<file path="src/rtl/sseg_scan_ctrl_if.sv">
`default_nettype none
// ============================================================================
// Module : sseg_scan_ctrl_if
// Producer-side handshake bundle for sseg_scan_ctrl: eight digit patterns plus valid/ready.
// Rev    : 1.0
// ============================================================================
interface sseg_scan_ctrl_if;
  logic [55:0] seg_in;
  logic        upd_valid;
  logic        upd_ready;

  modport master (
    output seg_in,
    output upd_valid,
    input  upd_ready
  );

  modport slave (
    input  seg_in,
    input  upd_valid,
    output upd_ready
  );
endinterface : sseg_scan_ctrl_if
`default_nettype wire

</file>
<file path="src/rtl/sseg_scan_ctrl.sv">
`default_nettype none
// ============================================================================
// Module : sseg_scan_ctrl
// Double-buffered, tear-free seven-segment scanner.
// Build option SSEG_SCAN_LZ_BLANK_EN enables leading-zero blanking at commit.
// Rev    : 1.0
// ============================================================================
module sseg_scan_ctrl #(
  parameter int TICK_DIV   = 100000,
  parameter int GUARD      = 16,
  parameter int NUM_DIGITS = 8
) (
  input  wire logic       clk,
  input  wire logic       rst_n,
  sseg_scan_ctrl_if.slave upd,
  output logic [7:0]      an,
  output logic [6:0]      seg,
  output logic            frame_done
);

  localparam int                 c_cnt_w      = $clog2(TICK_DIV);
  localparam logic [c_cnt_w-1:0] c_guard_last = c_cnt_w'(GUARD - 1);
  localparam logic [c_cnt_w-1:0] c_slot_last  = c_cnt_w'(TICK_DIV - 1);
  localparam logic [c_cnt_w-1:0] c_fd_cnt     = c_cnt_w'(TICK_DIV - 2);
  localparam logic [2:0]         c_idx_last   = 3'(NUM_DIGITS - 1);
  localparam logic [6:0]         c_blank      = 7'h7F;
  localparam logic [6:0]         c_zero       = 7'h01;

  typedef enum logic [0:0] {
    S_BLANK = 1'b0,
    S_DRIVE = 1'b1
  } state_t;

  state_t             r_state;
  logic [c_cnt_w-1:0] r_cnt;
  logic [2:0]         r_idx;
  logic               r_pending;
  logic [6:0]         r_active     [8];
  logic [6:0]         r_shadow     [8];
  logic [6:0]         w_seg_in     [8];
  logic [6:0]         w_commit_img [8];
  logic [7:0]         w_an_drive;
  logic               w_accept;
  logic               w_commit;

  generate
    for (genvar k = 0; k < 8; k++) begin : g_unpack
      assign w_seg_in[k] = upd.seg_in[7*k +: 7];
    end
  endgenerate

  assign upd.upd_ready = ~r_pending;
  assign w_accept      = upd.upd_valid & ~r_pending;
  assign w_commit      = (r_state == S_DRIVE) && (r_cnt == c_slot_last) && (r_idx == c_idx_last);
  assign w_an_drive    = ~(8'd1 << r_idx);

  // Image copied into the active buffer at the frame boundary; unused digits stay blank.
`ifdef SSEG_SCAN_LZ_BLANK_EN
  logic w_lead;

  always_comb begin
    for (int k = 0; k < 8; k++) begin
      w_commit_img[k] = (k < NUM_DIGITS) ? r_shadow[k] : c_blank;
    end
    w_lead = 1'b1;
    for (int k = 7; k >= 1; k--) begin
      if (k < NUM_DIGITS) begin
        if (w_lead && ((w_commit_img[k] == c_blank) || (w_commit_img[k] == c_zero))) begin
          w_commit_img[k] = c_blank;
        end else begin
          w_lead = 1'b0;
        end
      end
    end
  end
`else
  always_comb begin
    for (int k = 0; k < 8; k++) begin
      w_commit_img[k] = (k < NUM_DIGITS) ? r_shadow[k] : c_blank;
    end
  end
`endif

  always_ff @(posedge clk or negedge rst_n) begin
    if (!rst_n) begin
      r_state    <= S_BLANK;
      r_cnt      <= '0;
      r_idx      <= '0;
      r_pending  <= 1'b0;
      an         <= 8'hFF;
      seg        <= c_blank;
      frame_done <= 1'b0;
      for (int k = 0; k < 8; k++) begin
        r_active[k] <= c_blank;
        r_shadow[k] <= c_blank;
      end
    end else begin
      r_cnt <= (r_cnt == c_slot_last) ? '0 : r_cnt + 1'b1;

      // Registered one cycle early so the pulse lines up with the commit cycle itself.
      frame_done <= (r_state == S_DRIVE) && (r_cnt == c_fd_cnt) && (r_idx == c_idx_last);

      case (r_state)
        S_BLANK: begin
          if (r_cnt == c_guard_last) begin
            r_state <= S_DRIVE;
            an      <= w_an_drive;
            seg     <= r_active[r_idx];
          end
        end
        S_DRIVE: begin
          if (r_cnt == c_slot_last) begin
            r_state <= S_BLANK;
            an      <= 8'hFF;
            seg     <= c_blank;
            r_idx   <= (r_idx == c_idx_last) ? 3'd0 : r_idx + 3'd1;
          end
        end
        default: begin
          r_state <= S_BLANK;
          an      <= 8'hFF;
          seg     <= c_blank;
        end
      endcase

      // Commit needs pending=1 and accept needs pending=0, so they never collide.
      if (w_commit && r_pending) begin
        r_pending <= 1'b0;
        for (int k = 0; k < 8; k++) begin
          r_active[k] <= w_commit_img[k];
        end
      end else if (w_accept) begin
        r_pending <= 1'b1;
        for (int k = 0; k < 8; k++) begin
          r_shadow[k] <= w_seg_in[k];
        end
      end
    end
  end

endmodule : sseg_scan_ctrl
`default_nettype wire

</file>
<file path="src/flat_wrapper.sv">
// flat-port wrapper written by rule: the top's interface ports become plain ports
module sseg_scan_ctrl_flat 
#(
  parameter int TICK_DIV   = 100000,
  parameter int GUARD      = 16,
  parameter int NUM_DIGITS = 8
)
  (clk, rst_n, an, seg, frame_done, upd_seg_in, upd_upd_valid, upd_upd_ready);
  sseg_scan_ctrl_if upd_i ();
  input  wire logic clk;
  input  wire logic rst_n;
  output logic [7:0] an;
  output logic [6:0] seg;
  output logic frame_done;
  input wire logic [$bits(upd_i.seg_in)-1:0] upd_seg_in;
  input wire logic [$bits(upd_i.upd_valid)-1:0] upd_upd_valid;
  output wire logic [$bits(upd_i.upd_ready)-1:0] upd_upd_ready;
  assign upd_i.seg_in = upd_seg_in;
  assign upd_i.upd_valid = upd_upd_valid;
  assign upd_upd_ready = upd_i.upd_ready;
  sseg_scan_ctrl #(.TICK_DIV(TICK_DIV), .GUARD(GUARD), .NUM_DIGITS(NUM_DIGITS)) u_core (.clk(clk), .rst_n(rst_n), .upd(upd_i), .an(an), .seg(seg), .frame_done(frame_done));
endmodule
</file>
<file path="config.mk">
export PLATFORM = sky130hd
export DESIGN_NAME = sseg_scan_ctrl_flat
export DESIGN_NICKNAME = d
export VERILOG_FILES = /design/src/rtl/sseg_scan_ctrl_if.sv /design/src/rtl/sseg_scan_ctrl.sv /design/src/flat_wrapper.sv
export SDC_FILE = /design/constraint.sdc
export NUM_CORES = 1
export LEC_CHECK = 0
export BUFFER_PORTS_ARGS = -buffer_cell sky130_fd_sc_hd__buf_2
export CAP_MARGIN = 15
export CORE_ASPECT_RATIO = 1.4
export CORE_MARGIN = 3
export CORE_UTILIZATION = 58
export CTS_BUF_LIST = sky130_fd_sc_hd__clkbuf_4 sky130_fd_sc_hd__clkbuf_8 sky130_fd_sc_hd__clkbuf_16
export DETAILED_ROUTE_END_ITERATION = 7
export PLACE_DENSITY = 0.79
export SYNTH_ARGS = -nofsm -noshare
export SYNTH_HDL_FRONTEND = slang
export SYNTH_SLANG_ARGS = --single-unit
</file>
<file path="constraint.sdc">
create_clock -name clk -period 3 [get_ports clk]
set_clock_uncertainty 0.15 [all_clocks]
set_input_delay 0.6 -clock clk [delete_from_list [all_inputs] [get_ports clk]]
set_output_delay 0.6 -clock clk [all_outputs]
set_load 0.03 [all_outputs]
</file>
==> results.yml, run 1 <==
clock_network:
  cts-root-to-sink-buffers: 2
  root_buffer: "clkbuf_16"
  cts.htree.levels: 4
  cts_resized: 0
  clk_pin_slew_worst_paths_ns: 0.06
  cts_tree: "done"
  number_of_cts_inserted_buffers: 17
  clock_insertion_delay_worst_skew_ns: 0.41
  post_cts.repair.setup_buffers: 0
  clock_sink_count: 150
timing:
  timing.max_slew.rel_slack_pct: 64.9
  final_period_minus_worst_setup_slack_ns: 2.55
  final_min_period_over_clock_period_pct: 85.0
  finalHoldViolations: 0
  slew_at_the_pin_with_the_worst_max_slew_slack_ns: 0.526
  clock.fmax_mhz: 392
  maxSlewViolCount: 0
  final.setup.tns_ns: 0
  finalWorstSetupSlack_ns: 0.449
  setup_viol_count_final: 0
  rsz0062_at_grt: "no"
setup_path:
  r2r-start: "u_core.r_cnt[0]$_DFF_PN0_"
  worstSetupPathType: "reg -> reg"
  critPathMaxStageDelay_ns: 0.65
  regToRegEndpoint: "u_core.an[5]$_DFFE_PN1P_"
  timing.reg2reg.worst_path_depth: 5
  required_ns: 3.19
  timing.critical_path.to_type: "register"
  cp_top_family: "simple AND/OR/NAND/NOR gates"
  crit_fanout: 15
  worstPathBufferInverterCount: 0
  r2r_slack_ns: 0.45
  critPathLaunch: "u_core.r_cnt[0]$_DFF_PN0_"
  crit_path_start_kind: "register"
  worstPathCellList: "ha_1 > nand3_1 > or4_2 > o22ai_4 > mux2_2"
  worstPathArrival_ns: 2.74
  worst_path_slowest_cell: "or4_2"
final_layout:
  nets: 571
  synthToLayoutAreaGrowth_pct: 18.8
  layout.area.seq_mm2: 0.00391
  drive_gt1_share_pct: 75.2
  antenna-diode-count: 0
  fillerInstances: 704
  post_layout_nonfiller_instances: 657
  final_core_utilization_pct: 70.9
  multiInputGateArea_mm2: 0.00245
floorplan:
  design.portCount: 76
  fp.dieArea_mm2: 0.0125
  floorplan.initialDensity_pct: 59.7
  fp.coreArea_mm2: 0.0109
  placementRows: 45
  dieWidth_um: 95.4
  die_ht_um: 131
synth:
  syn-cell-area_mm2: 0.00649
  yosysTopAreaCell: "dfstp_2"
  yosys_register_bits: 150
  synthCells: 419
  yosysMostFrequentCell: "dfstp_2"
  synth.top_cells.by_area: "dfstp_2, mux2_2, dfrtp_1"
  syn-mean-instance-area_um2: 15.5
  ys_async_sr_fraction_pct: 100
  synth-edff-count: 0
  sequential_share_of_the_synthesized_area_pct: 60.3
  yosys_warnings: 0
  yosysUniqueCellTypes: 40
  yosysTopAreaCellShare_pct: 51.4
  synthesis.nets: 486
  ys_top_cells_by_count: "dfstp_2, mux2_2, dfrtp_1"
  synth_top_flop_cell: "dfstp_2"
min_path:
  hold_start: "upd_seg_in[9]"
  min_delay_worst_endpoint: "u_core.r_shadow[44]$_DFFE_PN1P_"
  hold-path-cell-count: 2
  hp-class: "in -> reg"
global_routing:
  grt_remaining_overflow: 0
  maximum_number_of_pins_on_one_net_before_global_route_repair: 71
  antenna_found_initial: 0
  grt_pass1_wl_mm: 19.9
  number_of_global_route_vias_before_repair: 3947
  track_usage_pct: 20.9
routing:
  drc: 0
  routed_wire_length_per_instance_um: 18.4
  finalWirelength_mm: 12.1
  via_per_inst: 5.62
  via_count: 3692
  drt_pre_antenna_iters: 4
  antenna_nets_post_route: 0
  initialDrtViolationCount: 205
power:
  power.clock.fraction_pct: 48.7
  share_seq_of_total_power_pct: 47.7
  irDropWorstVdd_mv: 0.514
  p_comb_share_pct: 3.6
  power.density_cell_area_mw_per_mm2: 606
  power_switching_share_pct: 19.0
  static-leakage-power_nw: 3.24
  netSwitchingPower_mw: 0.888
  cell_internal_pwr_mw: 3.78
placement:
  dp_cells: 625
  buffer_ports.inserted: 75
  dpl.hpwl_mm: 7.84
  pre_cts_ws_ns: 0.447
  gp_routability_congestion: 0.785
run:
  cap_violations: 0
status:
  outcome: "complete, no violations"
-- metrics by stage --
step	total power, mW	hold slack [ns]	instance area [µm²]
after floorplan	2.32	0.154	6490
after global placement	2.42	0.335	7050
after detailed placement	2.43	0.346	7050
after CTS	4.71	0.253	7710
after global routing	4.83	0.263	7710
final	4.67	0.267	7710
-- sequential cells by signal, summed over array words and instances (netlist names) --
name,count
u_core.seg,7
u_core.r_cnt,17
u_core.frame_done,1
u_core.r_idx,3
u_core.r_pending,1
u_core.r_state,1
u_core.an,8
u_core.r_active,56
u_core.r_shadow,56
-- logic make-up (layout without fill, tap and decap cells) --
logic type               Yosys count  in the layout  share of synthesized area (%)
flip-flops                       150            150                           60.3
AO/OA/AOI/OAI                     15             15                           1.99
AND/OR/NAND/NOR                   64             64                           5.40
XOR/XNOR                          14             14                           1.89
buffers and inverters             27            124                           2.03
multiplexers                     141            141                           26.8
adder cells (fa/ha/maj)            8              8                           1.54
-- worst max path at each step --
stage,end,slack (ns),cells past startpoint
2_1_floorplan,u_core.an[6]$_DFFE_PN1P_,0.67,5
3_3_place_gp,u_core.an[0]$_DFFE_PN1P_,0.52,4
3_5_place_dp,u_core.an[5]$_DFFE_PN1P_,0.45,4
4_1_cts,u_core.an[5]$_DFFE_PN1P_,0.45,4
5_1_grt,u_core.r_active[55]$_DFFE_PN1P_,0.30,6
6_report,u_core.an[5]$_DFFE_PN1P_,0.45,5
-- layout make-up --
type | instances | area share [%]
clock buffer | 23 | 6.49
clock inverter | 8 | 1.88
inverter | 9 | 0.438
multi-input combinational | 242 | 31.8
sequential | 150 | 50.8
tap | 141 | 2.29
timing repair buffer | 84 | 6.35
-- power by group through the flow --
stage / Combinational [mW] / Sequential, mW / Clock (mW)
CTS: 0.172 / 2.23 / 2.31
finish: 0.166 / 2.23 / 2.28
global placement: 0.162 / 2.25 / 0
detailed placement: 0.171 / 2.26 / 0
global route: 0.188 / 2.24 / 2.40
floorplan: 0.0807 / 2.24 / 0
-- layout by cell type (no fill, tap or decap), types with 4 or more instances in the layout --
cell / n
dfstp_2: 127
mux2_2: 119
buf_2: 74
dfrtp_1: 23
clkbuf_16: 18
nor2_1: 17
mux4_2: 14
nand2_1: 12
xnor2_1: 10
a2bb2oi_1: 9
inv_1: 8
ha_1: 8
nand3_1: 7
mux2i_1: 7
nor3_1: 6
nand4_1: 5
buf_4: 5
xor2_1: 4
bufinv_16: 4
-- timing repair --
| item | in CTS | in global routing |
|---|---|---|
| endpoints found under the setup margin | 0 | 0 |
| hold buffers | 1 | 0 |
| hold endpoints to repair | 10 | 0 |
-- routing by layer --
layer / global-route usage, % / vias up / routed length [µm]
li1: - / 1675 / -
met1: 25.8 / 1893 / 4760
met2: 35.4 / 106 / 6500
met3: 5.27 / 18 / 575
met4: 7.44 / 0 / 218
met5: 0 / - / 0
Note: power is estimated with default switching activity, not from simulation.
==> run 2, diff against run 1 <==
PLACE_DENSITY = 0.8   (was 0.79)
==> run 2 against run 1 <==
Against the previous run: hold slack got worse by 0.25 ns; routed wire length rose by 5.3%; sequential share of layout area rose by 0.19 points; power fell by 1.7%.
==> results.yml, run 2 (same netlist as run 1, synthesis figures left out) <==
status:
  outcome: "complete, no violations"
floorplan:
  dieWidth_um: 95.4
  design.portCount: 76
  floorplan.initialDensity_pct: 59.7
  fp.coreArea_mm2: 0.0109
  placementRows: 45
  die_ht_um: 131
  fp.dieArea_mm2: 0.0125
final_layout:
  layout.area.seq_mm2: 0.00391
  final_core_utilization_pct: 70.7
  drive_gt1_share_pct: 75.5
  synthToLayoutAreaGrowth_pct: 18.4
  final_cell_mix: "dfstp_2, mux2_2, buf_2, dfrtp_1, clkbuf_16"
  multiInputGateArea_mm2: 0.00245
  antenna-diode-count: 0
  layout_commonest_cell: "dfstp_2"
  largestRegisters: "u_core.r_active (56), u_core.r_shadow (56), u_core.r_cnt (17)"
  design_area_mm2: 0.00768
  fillerInstances: 703
  nets: 572
setup_path:
  worstPathArrival_ns: 2.79
  timing.critical_path.to_type: "register"
  crit_path_start_kind: "register"
  required_ns: 3.18
  worstSetupPathType: "reg -> reg"
  crit_fanout: 35
  timing.reg2reg.worst_path_depth: 5
global_routing:
  number_of_global_route_vias_before_repair: 4144
  antenna_found_initial: 0
  grt_remaining_overflow: 0
  global_route.peak_usage_layer: "met2"
  track_usage_pct: 22.1
  grt_pass1_wl_mm: 21.2
  globalRouteMet2Util_pct: 36.0
  groute.layer.met1.usage_pct: 27.8
  grt.met3_usage_pct: 5.67
  maximum_number_of_pins_on_one_net_before_global_route_repair: 63
clock_network:
  cts_resized: 0
  clock_sink_count: 150
  cts.htree.levels: 4
  cts_tree: "done"
  cts_hold_buffers: 0
  clk_pin_slew_worst_paths_ns: 0.06
  post_cts.repair.setup_buffers: 0
  cts-root-to-sink-buffers: 2
  root_buffer: "clkbuf_16"
  clock_insertion_delay_worst_skew_ns: 0.41
  number_of_cts_inserted_buffers: 17
timing:
  final_min_period_over_clock_period_pct: 87.0
  finalWorstSetupSlack_ns: 0.389
  final_period_minus_worst_setup_slack_ns: 2.61
  timing.max_slew.rel_slack_pct: 55.3
  final.setup.tns_ns: 0
  finalHoldViolations: 0
  rsz0062_at_grt: "no"
  setup_viol_count_final: 0
  maxSlewViolCount: 0
  slew_at_the_pin_with_the_worst_max_slew_slack_ns: 0.665
  clock.fmax_mhz: 383
routing:
  finalWirelength_mm: 12.7
  initialDrtViolationCount: 189
  via_count: 3740
  routed_wire_length_per_instance_um: 19.3
  drt_pre_antenna_iters: 4
  via_per_inst: 5.68
  antenna_nets_post_route: 0
  drc: 0
placement:
  buffer_ports.inserted: 75
  detailed_place.area_mm2: 0.00704
  gp_routability_congestion: 0.886
  dpl.hpwl_mm: 8.47
  pre_cts_ws_ns: 0.457
power:
  power_switching_share_pct: 19.9
  irDropWorstVdd_mv: 0.419
  netSwitchingPower_mw: 0.915
  power.clock.fraction_pct: 47.7
  power.density_cell_area_mw_per_mm2: 598
  static-leakage-power_nw: 3.23
  finalPower_mw: 4.59
  share_seq_of_total_power_pct: 48.6
  p_comb_share_pct: 3.6
  cell_internal_pwr_mw: 3.68
min_path:
  hp-class: "in -> async"
run:
  cap_violations: 0
-- run 2: cell types whose count changed in the layout (fill, tap and decap cells not counted), sizes merged --
cell / delta
clkinv: +1
clkinvlp: +2
dlygate4sd3: -1
bufinv: -2
buf: +2
-- run 2: stage by stage --
step	hold slack [ns]	std cells
after global placement	0.336	627
final	0.0124	659
after CTS	0.0221	659
after detailed placement	0.350	627
after global routing	0.0289	659
after floorplan	0.154	419
-- run 2: metal layers --
layer	wire, µm	up-vias	share of wire, %
li1	-	1684	-
met1	5110	1930	40
met2	6600	100	52
met3	622	26	4.9
met4	360	0	2.8
met5	0	-	0
-- run 2: worst max-delay path: stages, from the launching register on --
cell	delay [ns]
dfrtp_1	0.43
or2_2	0.38
nor4_1	0.45
and4_2	0.31
buf_4	0.39
mux2_2	0.40
-- run 2: final timing paths --
check	startpoint	endpoint	slack [ns]
setup / recovery	u_core.r_cnt[6]$_DFF_PN0_	u_core.r_active[19]$_DFFE_PN1P_	0.39
hold / removal	rst_n	u_core.r_cnt[1]$_DFF_PN0_	0.01
setup reg to reg	u_core.r_cnt[6]$_DFF_PN0_	u_core.r_active[19]$_DFFE_PN1P_	0.39
hold reg to reg	u_core.seg[2]$_DFFE_PN1P_	u_core.seg[2]$_DFFE_PN1P_	0.36
max in group asynchronous	rst_n	u_core.seg[4]$_DFFE_PN1P_	1.83
min in group clk	upd_seg_in[36]	u_core.r_shadow[15]$_DFFE_PN1P_	0.27
-- run 2: power groups by stage --
stage	clock (mW)	sequential (mW)	combinational, mW
after floorplan	0	2.24	0.0807
after global placement	0	2.25	0.162
after detailed placement	0	2.26	0.171
after CTS	2.22	2.23	0.173
after global routing	2.33	2.24	0.189
final	2.19	2.23	0.168
-- run 2: layout make-up --
class                   instances  area share (%)
flip-flops and latches        150            50.9
multi-input cells             242            31.9
clock buffers                  23            6.83
repair buffers                 85            6.11
well taps                     141            2.30
clock inverters                 9            1.47
inverters                       9           0.440
